--- src/rtl/melody_sequencer.sv ---
// melody_sequencer
// Plays a stored melody by stepping through a note ROM and driving the
// 4-bit note select S of a tone generator. Each ROM byte holds a note code
// in [7:4] and a duration in ticks in [3:0]; a zero duration is the
// end-of-song terminator. After every note a silent gap of GAP_TICKS ticks
// is inserted.
//
// Ports:
//   clk          system clock
//   rst          synchronous reset, active-high
//   play         start playback from address 0 (acted on only in IDLE)
//   stop         abort playback, priority over play
//   loop         terminator restarts the song instead of ending it
//   rom_addr     note ROM read address
//   rom_data     registered ROM data, valid one cycle after rom_addr
//   S            note select to tone generator, 0 = silence
//   busy         high while a song is in progress
//   note_strobe  1-cycle pulse on the first cycle of each note
//   song_done    1-cycle pulse at normal end of song
//   dbg_state    current FSM state, for observation only
//
// All outputs are registered: the next-state logic computes the value each
// output will hold in the next state, and it is captured with the state.
module melody_sequencer #(
    parameter int TICK_DIV  = 6250000,
    parameter int ADDR_W    = 6,
    parameter int GAP_TICKS = 1
) (
    input  logic              clk,
    input  logic              rst,
    input  logic              play,
    input  logic              stop,
    input  logic              loop,
    output logic [ADDR_W-1:0] rom_addr,
    input  logic [7:0]        rom_data,
    output logic [3:0]        S,
    output logic              busy,
    output logic              note_strobe,
    output logic              song_done,
    output logic [2:0]        dbg_state
);

    typedef enum logic [2:0] {
        IDLE  = 3'd0,
        FETCH = 3'd1,
        LOAD  = 3'd2,
        NOTE  = 3'd3,
        GAP   = 3'd4,
        DONE  = 3'd5
    } state_t;

    localparam int TICK_W = (TICK_DIV > 1) ? $clog2(TICK_DIV) : 1;
    // The duration counter also times the gap, so it must fit GAP_TICKS.
    localparam int DUR_W  = ($clog2(GAP_TICKS + 1) > 4) ? $clog2(GAP_TICKS + 1) : 4;
    localparam logic [TICK_W-1:0] TICK_LAST = TICK_W'(TICK_DIV - 1);
    localparam logic [DUR_W-1:0]  GAP_LEN   = DUR_W'(GAP_TICKS);

    state_t              state, state_d;
    logic [ADDR_W-1:0]   addr_d;
    logic [3:0]          s_d;
    logic                busy_d, strobe_d, done_d;
    logic [TICK_W-1:0]   tick_cnt, tick_d;
    logic [DUR_W-1:0]    dur_cnt, dur_d;
    logic                tick_end, last_cycle;
    logic [3:0]          rom_code, rom_len;

    assign rom_code   = rom_data[7:4];
    assign rom_len    = rom_data[3:0];
    assign tick_end   = (tick_cnt == TICK_LAST);
    // Final cycle of the current note or gap period.
    assign last_cycle = tick_end && (dur_cnt == DUR_W'(1));
    assign dbg_state  = state;

    always_ff @(posedge clk) begin
        if (rst) begin
            state       <= IDLE;
            rom_addr    <= '0;
            S           <= 4'd0;
            busy        <= 1'b0;
            note_strobe <= 1'b0;
            song_done   <= 1'b0;
            tick_cnt    <= '0;
            dur_cnt     <= '0;
        end else begin
            state       <= state_d;
            rom_addr    <= addr_d;
            S           <= s_d;
            busy        <= busy_d;
            note_strobe <= strobe_d;
            song_done   <= done_d;
            tick_cnt    <= tick_d;
            dur_cnt     <= dur_d;
        end
    end

    always_comb begin
        state_d  = state;
        addr_d   = rom_addr;
        s_d      = S;
        busy_d   = busy;
        strobe_d = 1'b0;
        done_d   = 1'b0;
        tick_d   = tick_cnt;
        dur_d    = dur_cnt;

        case (state)
            IDLE: begin
                s_d    = 4'd0;
                busy_d = 1'b0;
                if (play && !stop) begin
                    state_d = FETCH;
                    addr_d  = '0;
                    busy_d  = 1'b1;
                end
            end
            FETCH: begin
                // rom_data for the current address arrives next cycle.
                state_d = LOAD;
            end
            LOAD: begin
                if (rom_len == 4'd0) begin
                    if (loop) begin
                        state_d = FETCH;
                        addr_d  = '0;
                    end else begin
                        state_d = DONE;
                        busy_d  = 1'b0;
                        done_d  = 1'b1;
                    end
                end else begin
                    state_d  = NOTE;
                    // Codes 13..15 are rests: timed like notes but silent.
                    s_d      = (rom_code <= 4'd12) ? rom_code : 4'd0;
                    strobe_d = 1'b1;
                    dur_d    = DUR_W'(rom_len);
                    tick_d   = '0;
                end
            end
            NOTE: begin
                tick_d = tick_end ? '0 : tick_cnt + 1'b1;
                if (tick_end) begin
                    dur_d = dur_cnt - 1'b1;
                end
                if (last_cycle) begin
                    s_d = 4'd0;
                    if (GAP_TICKS > 0) begin
                        state_d = GAP;
                        dur_d   = GAP_LEN;
                        tick_d  = '0;
                    end else begin
                        state_d = FETCH;
                        addr_d  = rom_addr + 1'b1;
                    end
                end
            end
            GAP: begin
                tick_d = tick_end ? '0 : tick_cnt + 1'b1;
                if (tick_end) begin
                    dur_d = dur_cnt - 1'b1;
                end
                if (last_cycle) begin
                    state_d = FETCH;
                    addr_d  = rom_addr + 1'b1;
                end
            end
            DONE: begin
                state_d = IDLE;
                s_d     = 4'd0;
                busy_d  = 1'b0;
            end
            default: begin
                state_d = IDLE;
                s_d     = 4'd0;
                busy_d  = 1'b0;
            end
        endcase

        // Abort overrides everything except reset; no song_done on abort.
        if (stop && state != IDLE) begin
            state_d  = IDLE;
            addr_d   = '0;
            s_d      = 4'd0;
            busy_d   = 1'b0;
            strobe_d = 1'b0;
            done_d   = 1'b0;
        end
    end

endmodule

--- config.mk ---
export PLATFORM = sky130hd
export DESIGN_NAME = melody_sequencer
export DESIGN_NICKNAME = d
export VERILOG_FILES = /design/src/rtl/melody_sequencer.sv
export SDC_FILE = /design/constraint.sdc
export NUM_CORES = 1
export LEC_CHECK = 0
export CAP_MARGIN = 20
export CORE_MARGIN = 2
export CORE_UTILIZATION = 25
export DETAILED_ROUTE_END_ITERATION = 12
export PLACE_DENSITY = 0.47
export SYNTH_ARGS = -nofsm -noshare
export SYNTH_HDL_FRONTEND = slang
export SYNTH_SLANG_ARGS = --single-unit
--- constraint.sdc ---
create_clock -name clk -period 2.3 [get_ports clk]
set_clock_uncertainty 0.05 [all_clocks]
set_input_delay 0.23 -clock clk [delete_from_list [all_inputs] [get_ports clk]]
set_output_delay 0.23 -clock clk [all_outputs]
set_load 0.005 [all_outputs]
# ---- Yosys cells after proc, flatten, opt, wreduce, memory -nomap -nowiden
# Index checks and enable logic that the tools add are counted.
# Widths: inputs -> output; s select.
dict set report word_totals {
  wordCells 77
  regBits 43
}
dict set report op_classes {
  bitwise 4
  n_reduce_logical 19
  addsub 3
  mux 29
  eq_ne 13
  n_lt_le_gt_ge 1
}
# cell n
set ops {}
lappend ops {{$mux 23} 3}
lappend ops {{$pmux 23 s3} 1}
lappend ops {{$mux 4} 6}
lappend ops {{$mux 6} 4}
lappend ops {{$pmux 4 s3} 2}
lappend ops {{$add 23x1->23 const B} 1}
lappend ops {{$eq 23x23->1 const B} 1}
lappend ops {{$pmux 6 s3} 1}
lappend ops {{$mux 3} 5}
lappend ops {{$pmux 3 s5} 1}
lappend ops {{$ne 2x2->1 const B} 7}
lappend ops {{$reduce_and 3->1} 3}
lappend ops {{$reduce_bool 3->1} 3}
lappend ops {{$add 6x1->6 const B} 1}
lappend ops {{$eq 3x2->1 const B} 2}
lappend ops {{$reduce_or 3->1} 2}
lappend ops {{$mux 1} 5}
lappend ops {{$reduce_and 5->1} 1}
lappend ops {{$eq 4x1->1 const B} 1}
lappend ops {{$le 4x4->1 const B} 1}
lappend ops {{$logic_not 4->1} 1}
lappend ops {{$not 1->1} 4}
lappend ops {{$reduce_or 2->1} 2}
lappend ops {{$reduce_or 4->1} 1}
lappend ops {{other kinds (8)} 10}

# ---- Longest topological paths before layout
# Gate-level depths: netlist of run 1.
dict set report depth {
  ltp_word 4
  depth_mapped 8
  depth_no_buf 7
}

# ---- Worst setup path after synthesis of run 1
# OpenSTA, ideal clock, no wires.
dict set report synth_path {
  kind {flip-flop to flip-flop}
  start {register tick_cnt[0]}
  end {register tick_cnt[22]}
  arrival_time_ns 1.808
  period_less_slack_ns 1.990
  path_stages_with_launch 7
  t_required_ns 2.117
  path_slack_ns 0.310
  path_buffers 0
  path_cell_list {dfxtp_1 > ha_1 > nand4_2 > or4b_4 > nor4_1 > xnor2_1 > nor3_2}
}
dict set report synth_via {
  elab_chain_len 4
}
# element line
set synth_lines {}
lappend synth_lines {{start: declaration} 62} ;# logic [TICK_W-1:0] tick_cnt, tick_d;
lappend synth_lines {{start signal: assignment} 91} ;# tick_cnt <= tick_d;
lappend synth_lines {{$add 23x1->23 or $eq 23x23->1 (tied branches)} {140, 157, 69}}
lappend synth_lines {{$mux 23 or $logic_and 1x1->1 (tied branches)} {140, 157, 71}}
lappend synth_lines {{$mux 23} 144} ;# if (last_cycle) begin
lappend synth_lines {{$pmux 23 s3 *} 106} ;# case (state)
# Mark *: on every way between the ends. The rest lies on a longest branch, timed or not.
# A chain may end at the register's enable or synchronous reset.

# ---- Worst setup path in the final report of run 1
dict set report layout_path {
  start {register dur_cnt[1]}
  end {register rom_addr[1]}
}
dict set report layout_via {
  elab_chain_len 4
}
# element line
set layout_lines {}
lappend layout_lines {{start: declaration} 63} ;# logic [DUR_W-1:0] dur_cnt, dur_d;
lappend layout_lines {{start signal: assignment} 92} ;# dur_cnt <= dur_d;
lappend layout_lines {{$eq 4x1->1} 71} ;# assign last_cycle = tick_end && (dur_cnt == DUR_W'(1));
lappend layout_lines {{$logic_and 1x1->1} 71}
lappend layout_lines {{$ne 2x2->1 (no line)} --}
lappend layout_lines {{$reduce_and 5->1 (no line)} --}
lappend layout_lines {{end signal: assignment} 86} ;# rom_addr <= addr_d;
lappend layout_lines {{end: declaration} 34} ;# output logic [ADDR_W-1:0] rom_addr,
# Every way passes these cells.

==> results of run 1 <==
==> cell type report <==
class / count / area (µm²) / area share
inverters: 7 / 26.3 / 0.00821
flip-flops and latches: 43 / 861 / 0.269
well taps: 133 / 166 / 0.0520
repair buffers: 53 / 480 / 0.150
multi-input cells: 232 / 1580 / 0.495
clock inverters: 3 / 15.0 / 0.00469
clock buffers: 5 / 68.8 / 0.0215
==> flip-flops by register name, indices dropped and copies added, names as in the netlist <==
signal / cells
note_strobe: 1
S: 4
song_done: 1
rom_addr: 6
dbg_state: 3
busy: 1
tick_cnt: 23
dur_cnt: 4
==> synthesized netlist by cell type, types with 4 or more instances <==
cell | number | area [µm²]
nand3_1 | 19 | 95.1
nand4_1 | 6 | 37.5
inv_1 | 7 | 26.3
nor3_1 | 11 | 55.1
nor2b_1 | 4 | 25.0
mux2i_1 | 4 | 40.0
nand2_1 | 31 | 116
dfxtp_1 | 43 | 861
and3_1 | 5 | 31.3
ha_1 | 4 | 50.1
o21ai_0 | 5 | 25.0
xnor2_1 | 17 | 149
or3_1 | 4 | 25.0
buf_2 | 4 | 20.0
clkbuf_1 | 7 | 26.3
a21oi_1 | 9 | 45.0
nor2_1 | 15 | 56.3
a31oi_1 | 7 | 43.8
nor3_2 | 20 | 200
nor4_1 | 14 | 87.6
==> worst paths after layout <==
check | to | slack, ns | cells after the start
max | rom_addr[1]$_SDFFE_PP0P_ | 0.19 | 8
min | S[0]$_SDFFE_PP0P_ | 0.42 | 2
max reg2reg | rom_addr[1]$_SDFFE_PP0P_ | 0.19 | 8
min reg2reg | S[0]$_SDFFE_PP0P_ | 0.42 | 2
==> stage by stage <==
stage | hold slack (ns) | instances | TNS [ns] | setup slack (ns) | utilization
2_1_floorplan | 0.259 | 297 | 0 | 0.310 | -
3_3_place_gp | 0.399 | 468 | -0.808 | -0.0436 | 0.316
3_5_place_dp | 0.407 | 468 | -1.19 | -0.0760 | 0.316
4_1_cts | 0.420 | 476 | 0 | 0.121 | 0.324
5_1_grt | 0.442 | 476 | -0.0230 | -0.0118 | 0.324
6_report | 0.415 | 476 | 0 | 0.189 | 0.324
==> critical path, stage by stage, from the launching register on <==
cell	delay, ns
dfxtp_1	0.36
inv_1	0.09
ha_1	0.15
or3b_2	0.47
nor4_1	0.16
and3_2	0.29
buf_4	0.18
nand2_1	0.10
o22ai_1	0.20
==> power by group <==
part	total, mW	internal, mW	switching [mW]	leakage [nW]
Sequential	0.781	0.761	0.0207	0.347
Combinational	0.305	0.136	0.169	0.672
Clock	0.497	0.209	0.288	0.0477
Total	1.58	1.11	0.478	1.07
==> cell families after synthesis <==
logic type | Yosys count | synth area share
muxes | 4 | 0.0157
and+or+nand+nor | 156 | 0.376
AOI/OAI and AO/OA | 48 | 0.139
adders and majority gates | 4 | 0.0196
buffers and inverters | 22 | 0.0445
xor gates and xnor gates | 20 | 0.0685
DFF | 43 | 0.337
==> what timing repair did <==
action,4_1_cts,5_1_grt
gates resized for setup,0,1
hold endpoints to repair,0,0
hold buffers,0,0
setup endpoints to repair,0,4
==> per-layer routing <==
layer  track usage  vias up  wire length (µm)  share of wire
met5             0        -                 0              0
met4        0.0371        0                85          0.013
met3        0.0293        9               251          0.038
met2         0.203       48              2950           0.44
met1         0.178     1101              3410           0.51
li1              -     1196                 -              -
==> summary.md, run 1 <==
| Metric | Value |
|---|---|
| Startpoint types | `flip-flop` |
| Ys async rst share | `0` |
| P per Cell Area | `495 nW/µm²` |
| Syn Nets | `314` |
| RR Startpoint | `dur_cnt[1]$_SDFFE_PP0P_` |
| Root buffer cell | `clkbuf_8` |
| Arr. time, crit path | `2.30 ns` |
| Worst Hold Class | `reg -> reg` |
| Max Cap Violations | `0` |
| Vias in the first global route | `2,341` |
| Via Count | `2,354` |
| Final Wtd Congestion | `0.817` |
| Hold wc startpoint | `S[0]$_SDFFE_PP0P_` |
| Die area | `11,000 µm²` |
| Final Total Pwr | `1.58 mW` |
| Finished Cell Area | `3200 µm²` |
| Vias per std cell | `4.95` |
| Worst-Margin Slew | `0.754 ns` |
| Top_reg_cell synth | `dfxtp_1` |
| Top Ports | `29` |
| Layout fillers | `1,058` |
| Class of the most critical setup path | `reg -> reg` |
| Static leakage | `1.07 nW` |
| Post-CTS Setup Inserts | `0` |
| CTS HTree Levels | `2` |
| Initial DRT Pass Iterations | `4` |
| Rel. slew slack | `0.495` |
| Synth warnings | `0` |
| WL final | `6690 µm` |
| Final Hold Viols | `0` |
| Most frequent cells in the layout | `dfxtp_1 (43), nand2_1 (31), clkdlybuf4s50_1 (28), buf_4 (24), nor3_2 (20)` |
| CTS buffer count | `5` |
| DRT iter0 DRCs | `103` |
| IO buf count | `28` |
| Maximum VDD drop | `0.190 mV` |
| Launch point of the worst path | `dur_cnt[1]$_SDFFE_PP0P_` |
| Clk buf depth | `2` |
| Register area share after synthesis | `0.337` |
| Status | `complete, no violations` |
| # DRC | `0` |
| Initial Utilization | `0.259` |
| First-pass GRT wire length | `11,800 µm` |
| Critical path peak fanout | `8` |
| Mapped cell area | `2560 µm²` |
| Syn Inst Count | `297` |
| Dpl cell area | `3120 µm²` |
| HPWL after DPL | `4780 µm` |
| Gr usage total | `0.130` |
| Num rows | `36` |
| Post-DRT Antenna Nets | `0` |
| Core area | `9860 µm²` |
| CTS sink cnt | `43` |
| WL per Instance | `14.1 µm` |
| Antenna violations before repair | `0` |
| CP Capture Type | `flip-flop` |
| Clk Latency, worst-skew pair | `0.31 ns` |
| GRT Residual Overflow | `0` |
| Crit share post-route | `0.918` |
| Syn Area/Cell | `8.61 µm²` |
| CTS tree | `built` |
| Synthesized flop and latch total | `43` |
| Fin nets | `359` |
| Req. time, crit path | `2.49 ns` |
| Worst-path clk slew | `0.09 ns` |
| Antenna Cells | `0` |
| Share of layout cells above drive strength 1 | `0.187` |
| Most common cell after layout, fill and taps aside | `dfxtp_1` |
| Height of the die | `105 µm` |
| Final setup violation count | `0` |
| P&R area growth vs syn | `25.2%` |
| Max Clk Rate | `474 MHz` |
| Max-slew violations | `0` |
| Pin count of the biggest net entering global routing | `31` |
| Post-synth EDFFs | `0` |
| Unique masters post-synth | `57` |
| Die X | `105 µm` |
| Final min period | `2.11 ns` |
(Power assumes the default switching activity.)
==> run 2: changes to the inputs <==
SETUP_SLACK_MARGIN = 0.1   (was unset)
==> run 2 against run 1 <==
  * Power up 0.38%
  * Sequential power about the same
  * Sequential share of layout area down 0.19 points
  * Count of clock-buffer cells in the layout unchanged
==> summary.md, run 2 (same netlist as run 1, synthesis figures left out) <==
| Metric | Value |
|---|---|
| Largest registers | `tick_cnt (23), rom_addr (6)` |
| Share of layout cells above drive strength 1 | `0.200 (+0.0134)` |
| WL per Instance | `14.2 µm (+0.74%)` |
| Worst Hold Class | `reg -> reg` |
| Vias in the first global route | `2,341 (unchanged)` |
| Antenna Cells | `0 (unchanged)` |
| Startpoint types | `flip-flop` |
| Class of the most critical setup path | `reg -> reg` |
| CTS tree | `built` |
| P&R area growth vs syn | `26.3%` |
| Final Wtd Congestion | `0.817 (unchanged)` |
| DRT iter0 DRCs | `83 (-19%)` |
| Most common cell after layout, fill and taps aside | `dfxtp_1` |
| Final Hold Viols | `0 (unchanged)` |
| Most frequent cells in the layout | `dfxtp_1 (42), nand2_1 (31), clkdlybuf4s50_1 (28), buf_4 (25), nor3_2 (20)` |
| Most flops, register | `tick_cnt` |
| Req. time, crit path | `2.49 ns (about the same)` |
| Critical path peak fanout | `8 (unchanged)` |
| Initial Utilization | `0.259 (unchanged)` |
| Vias per std cell | `4.96 (+0.34%)` |
| GRT Residual Overflow | `0 (unchanged)` |
| Maximum VDD drop | `0.201 mV (+6.1%)` |
| Sum Neg Setup Slack | `0 ns (unchanged)` |
| Hold buffer count at cts | `0 (unchanged)` |
| CTS buffer count | `5 (unchanged)` |
| Arr. time, crit path | `2.27 ns (-0.03 ns)` |
| Initial DRT Pass Iterations | `4 (unchanged)` |
| Height of the die | `105 µm (unchanged)` |
| Rel. slew slack | `0.670 (+0.175)` |
| Die X | `105 µm (unchanged)` |
| Max FFs per register | `23 (unchanged)` |
| CTS sink cnt | `43 (unchanged)` |
| WL final | `6770 µm (+1.2%)` |
| Pin count of the biggest net entering global routing | `31 (unchanged)` |
| Static leakage | `1.08 nW (+1.0%)` |
| P per Cell Area | `492 nW/µm² (-0.48%)` |
| Final setup violation count | `0 (unchanged)` |
| Core area | `9860 µm² (unchanged)` |
| Gr usage total | `0.130 (unchanged)` |
| Worst-Margin Slew | `0.493 ns (-0.261 ns)` |
| Final Total Pwr | `1.59 mW (+0.38%)` |
| Max Cap Violations | `0 (unchanged)` |
| # DRC | `0 (unchanged)` |
| Status | `complete, no violations` |
| Via Count | `2,372 (+0.76%)` |
| Fin nets | `361 (+0.56%)` |
| Minimum hold slack | `0.417 ns (+0.00181 ns)` |
| Num rows | `36 (unchanged)` |
| CP Capture Type | `flip-flop` |
| HPWL after DPL | `4780 µm (unchanged)` |
| IO buf count | `28 (unchanged)` |
| CTS HTree Levels | `2 (unchanged)` |
| RSZ-0062 raised after global routing | `true` |
| Die area | `11,000 µm² (unchanged)` |
| Final min period | `2.08 ns (-0.0268 ns)` |
| Worst-path clk slew | `0.09 ns (about the same)` |
| First-pass GRT wire length | `11,800 µm (unchanged)` |
| Top Ports | `29 (unchanged)` |
| Crit share post-route | `0.906 (-0.0116)` |
| Clk buf depth | `2 (unchanged)` |
| Antenna violations before repair | `0 (unchanged)` |
| Max-slew violations | `0 (unchanged)` |
| Clk Latency, worst-skew pair | `0.31 ns (about the same)` |
| Post-DRT Antenna Nets | `0 (unchanged)` |
| Root buffer cell | `clkbuf_8` |
| Max Clk Rate | `480 MHz (+1.3%)` |
## run 2: cell type report
class | instances | area (µm²)
clock buffers | 5 | 68.8
clock inverters | 3 | 15.0
fillers | 1056 | 6640
inverters | 7 | 26.3
multi-input cells | 232 | 1590
flip-flops and latches | 43 | 862
well taps | 133 | 166
repair buffers | 55 | 499
## run 2: per-layer routing
metal	vias to the layer above	wire, µm	global-route usage
met5	-	0	0
met4	0	72	0.0371
met3	9	246	0.0293
met2	45	2980	0.203
met1	1118	3470	0.178
li1	1200	-	-
## run 2: timing repair
action,in CTS,in global routing
resized for setup,0,5
endpoints found under the setup margin,0,14
setup buffers,0,2
## run 2: worst max-delay path, stage by stage (launching register included)
cell     delay, ns
dfxtp_1       0.36
inv_1         0.09
ha_1          0.15
or3b_2        0.48
nor4_1        0.15
and3_2        0.30
buf_6         0.15
nand2_1       0.09
o22ai_1       0.20
## run 2: power by group
| group | internal (mW) | switching, mW |
|---|---|---|
| clock network | 0.209 | 0.288 |
| logic | 0.139 | 0.171 |
| registers | 0.761 | 0.0209 |
## run 2: worst paths after layout
check	startpoint	to	cells past startpoint	slack [ns]
worst min register to register	S[0]$_SDFFE_PP0P_	S[0]$_SDFFE_PP0P_	2	0.42
worst max-delay path	dur_cnt[1]$_SDFFE_PP0P_	rom_addr[1]$_SDFFE_PP0P_	8	0.22
worst min-delay path	S[0]$_SDFFE_PP0P_	S[0]$_SDFFE_PP0P_	2	0.42
worst max register to register	dur_cnt[1]$_SDFFE_PP0P_	rom_addr[1]$_SDFFE_PP0P_	8	0.22
## run 2: through the flow
step                instance area [µm²]   util  instances  worst slack, ns
floorplan                          2560      -        297            0.310
global placement                   3120  0.316        468          -0.0436
detailed placement                 3120  0.316        468          -0.0760
CTS                                3200  0.324        476            0.121
global route                       3230  0.327        478           0.0388
finish                             3230  0.327        478            0.216
==> run 3: changes to the inputs <==
CAP_MARGIN = unset   (was 20)
CORE_MARGIN = unset   (was 2)
CTS_CLUSTER_SIZE = 14   (was unset)
==> run 3 against run 2 <==
  * Worst setup slack got worse by 0.030 ns
  * Register-to-register slack got worse by 0.03 ns
  * Routed wire length decreased by 1.6%
  * Combinational power about the same
  * Critical path depth decreased by 3
  * Die area decreased by 3.8%
  * Non-clock buffer count increased by 1
  * Cell area increased by 1.2%
  * Via count increased by 1.1%
  * Utilization increased by 0.53 points
  * Maximum frequency decreased by 1.4%
  * Flip-flop and latch count unchanged
==> summary.md, run 3 (same netlist as run 1, synthesis figures left out) <==
| Metric | Value |
|---|---|
| Final Worst Setup Slack | `0.186 ns (-0.0301 ns)` |
| CP Capture Type | `flip-flop` |
| Cells after DPL | `471 (+0.64%)` |
| Vias per std cell | `5.00 (+0.84%)` |
| Vias in the first global route | `2,409 (+2.9%)` |
| Gr usage total | `0.134 (+0.00462)` |
| Height of the die | `103 µm (-1.9%)` |
| Hold buffer count at cts | `0 (unchanged)` |
| Core area | `9820 µm² (-0.46%)` |
| Initial Utilization | `0.260 (+0.00119)` |
| Final min period | `2.11 ns (+0.0301 ns)` |
| Critical path peak fanout | `10 (+2)` |
| Share of layout cells above drive strength 1 | `0.199 (-0.000578)` |
| Most frequent cells in the layout | `dfxtp_1 (43), nand2_1 (31), clkdlybuf4s50_1 (28), buf_4 (26), nor3_2 (20)` |
| Req. time, crit path | `2.44 ns (-0.05 ns)` |
| P per Cell Area | `521 nW/µm² (+5.9%)` |
| Max Cap Violations | `0 (unchanged)` |
| Most flops, register | `tick_cnt` |
| CTS sink cnt | `43 (unchanged)` |
| Largest registers | `tick_cnt (23), rom_addr (6)` |
| Final std cells w/o fill | `479 (+0.21%)` |
| Fin nets | `362 (+0.28%)` |
| CTS buffer count | `5 (unchanged)` |
| Maximum VDD drop | `0.240 mV (+19%)` |
| WL final | `6670 µm (-1.6%)` |
| Arr. time, crit path | `2.25 ns (-0.02 ns)` |
| Crit share post-route | `0.919 (+0.0131)` |
| P&R area growth vs syn | `27.8%` |
| Max-slew violations | `0 (unchanged)` |
| Worst-Margin Slew | `0.682 ns (+0.189 ns)` |
| Clk Latency, worst-skew pair | `0.30 ns (about the same)` |
| Static leakage | `1.09 nW (+1.5%)` |
| Via Count | `2,397 (+1.1%)` |
| Final Hold Viols | `0 (unchanged)` |
| DRT iter0 DRCs | `108 (+30%)` |
| Post-CTS sizing | `0 (unchanged)` |
| Worst Hold Class | `reg -> reg` |
| Gr busiest metal | `met2` |
| Startpoint types | `flip-flop` |
| Sum Neg Setup Slack | `0 ns (unchanged)` |
| Top Ports | `29 (unchanged)` |
| Worst-path clk slew | `0.09 ns (about the same)` |
| Final setup violation count | `0 (unchanged)` |
| Pin count of the biggest net entering global routing | `30 (-3.2%)` |
| Worst-path cell chain | `or3b_2, o211ai_1, nand4b_1, xnor2_1, nor3b_2` |
| Slowest cell on the critical path | `or3b_2` |
| Root buffer cell | `clkbuf_8` |
| Post-DRT Antenna Nets | `0 (unchanged)` |
| Antenna Cells | `0 (unchanged)` |
| Die area | `10,600 µm² (-3.8%)` |
| CTS HTree Levels | `2 (unchanged)` |
| Post-CTS Setup Inserts | `0 (unchanged)` |
| Core Util, Final | `0.333 (+0.00532)` |
| Status | `complete, no violations` |
| Grt met3 use | `0.0298 (+0.000510)` |
| Class of the most critical setup path | `reg -> reg` |
| Rel. slew slack | `0.544 (-0.126)` |
| Max Clk Rate | `473 MHz (-1.4%)` |
| RSZ-0062 raised after global routing | `false` |
| Antenna violations before repair | `0 (unchanged)` |
| Most common cell after layout, fill and taps aside | `dfxtp_1` |
| HPWL after DPL | `4880 µm (+2.0%)` |
| Clk buf depth | `2 (unchanged)` |
| Met2 Use GR | `0.225 (+0.0215)` |
| Die X | `103 µm (-1.9%)` |
| First-pass GRT wire length | `11,300 µm (-3.9%)` |
| Final Total Pwr | `1.70 mW (+7.1%)` |
| WL per Instance | `13.9 µm (-1.8%)` |
| CTS tree | `built` |
| Placement Setup Slack | `-0.0797 ns (-0.00368 ns)` |
| Max FFs per register | `23 (unchanged)` |
| IO buf count | `28 (unchanged)` |
| # DRC | `0 (unchanged)` |
| Num rows | `36 (unchanged)` |
| Met1 Use GR | `0.175 (-0.00328)` |
| Slowest stage delay, CP | `0.61 ns (+0.13 ns)` |
| Initial DRT Pass Iterations | `4 (unchanged)` |
| GRT Residual Overflow | `0 (unchanged)` |
| Final Wtd Congestion | `0.790 (-3.2%)` |
-- run 3: cell type report --
cell class	instances	area (µm²)
fill	1079	6550
multi-input combinational	232	1590
sequential	43	861
timing repair buffer	56	507
tap	133	166
clock buffer	5	68.8
clock inverter	3	43.8
inverter	7	26.3
-- run 3: stage by stage --
step	hold WS, ns	area [µm²]
after detailed placement	0.407	3140
final	0.412	3270
after global placement	0.399	3140
after floorplan	0.259	2560
after global routing	0.443	3270
after CTS	0.420	3250
-- run 3: path summary, 6_finish.rpt --
kind | from | cells past startpoint | slack (ns) | endpoint
hold reg to reg | S[2]$_SDFFE_PP0P_ | 2 | 0.41 | S[2]$_SDFFE_PP0P_
setup / recovery | dbg_state[2]$_SDFFE_PP0P_ | 5 | 0.19 | tick_cnt[17]$_SDFFE_PP0P_
hold / removal | S[2]$_SDFFE_PP0P_ | 2 | 0.41 | S[2]$_SDFFE_PP0P_
setup reg to reg | dbg_state[2]$_SDFFE_PP0P_ | 5 | 0.19 | tick_cnt[17]$_SDFFE_PP0P_
-- run 3: worst max-delay path: cells and delay by family, from the launching register on --
| kind | cells | cell delay [ns] |
|---|---|---|
| AND/OR/NAND/NOR | 3 | 0.95 |
| flip-flops | 1 | 0.49 |
| AO/OA/AOI/OAI | 1 | 0.36 |
| XOR/XNOR | 1 | 0.15 |
-- run 3: metal layers --
| metal | part of all wire | routed length (µm) | vias to the layer above |
|---|---|---|---|
| li1 | - | - | 1202 |
| met1 | 0.49 | 3290 | 1129 |
| met2 | 0.46 | 3080 | 60 |
| met3 | 0.039 | 260 | 6 |
| met4 | 0.0057 | 38 | 0 |
| met5 | 0 | 0 | - |
-- run 3: report_power, final --
part           total, mW  switching [mW]  internal [mW]  leakage [nW]
logic              0.308           0.169          0.139         0.689
registers          0.780          0.0196          0.761         0.347
clock network      0.614           0.290          0.324        0.0581
total               1.70           0.478           1.22          1.09
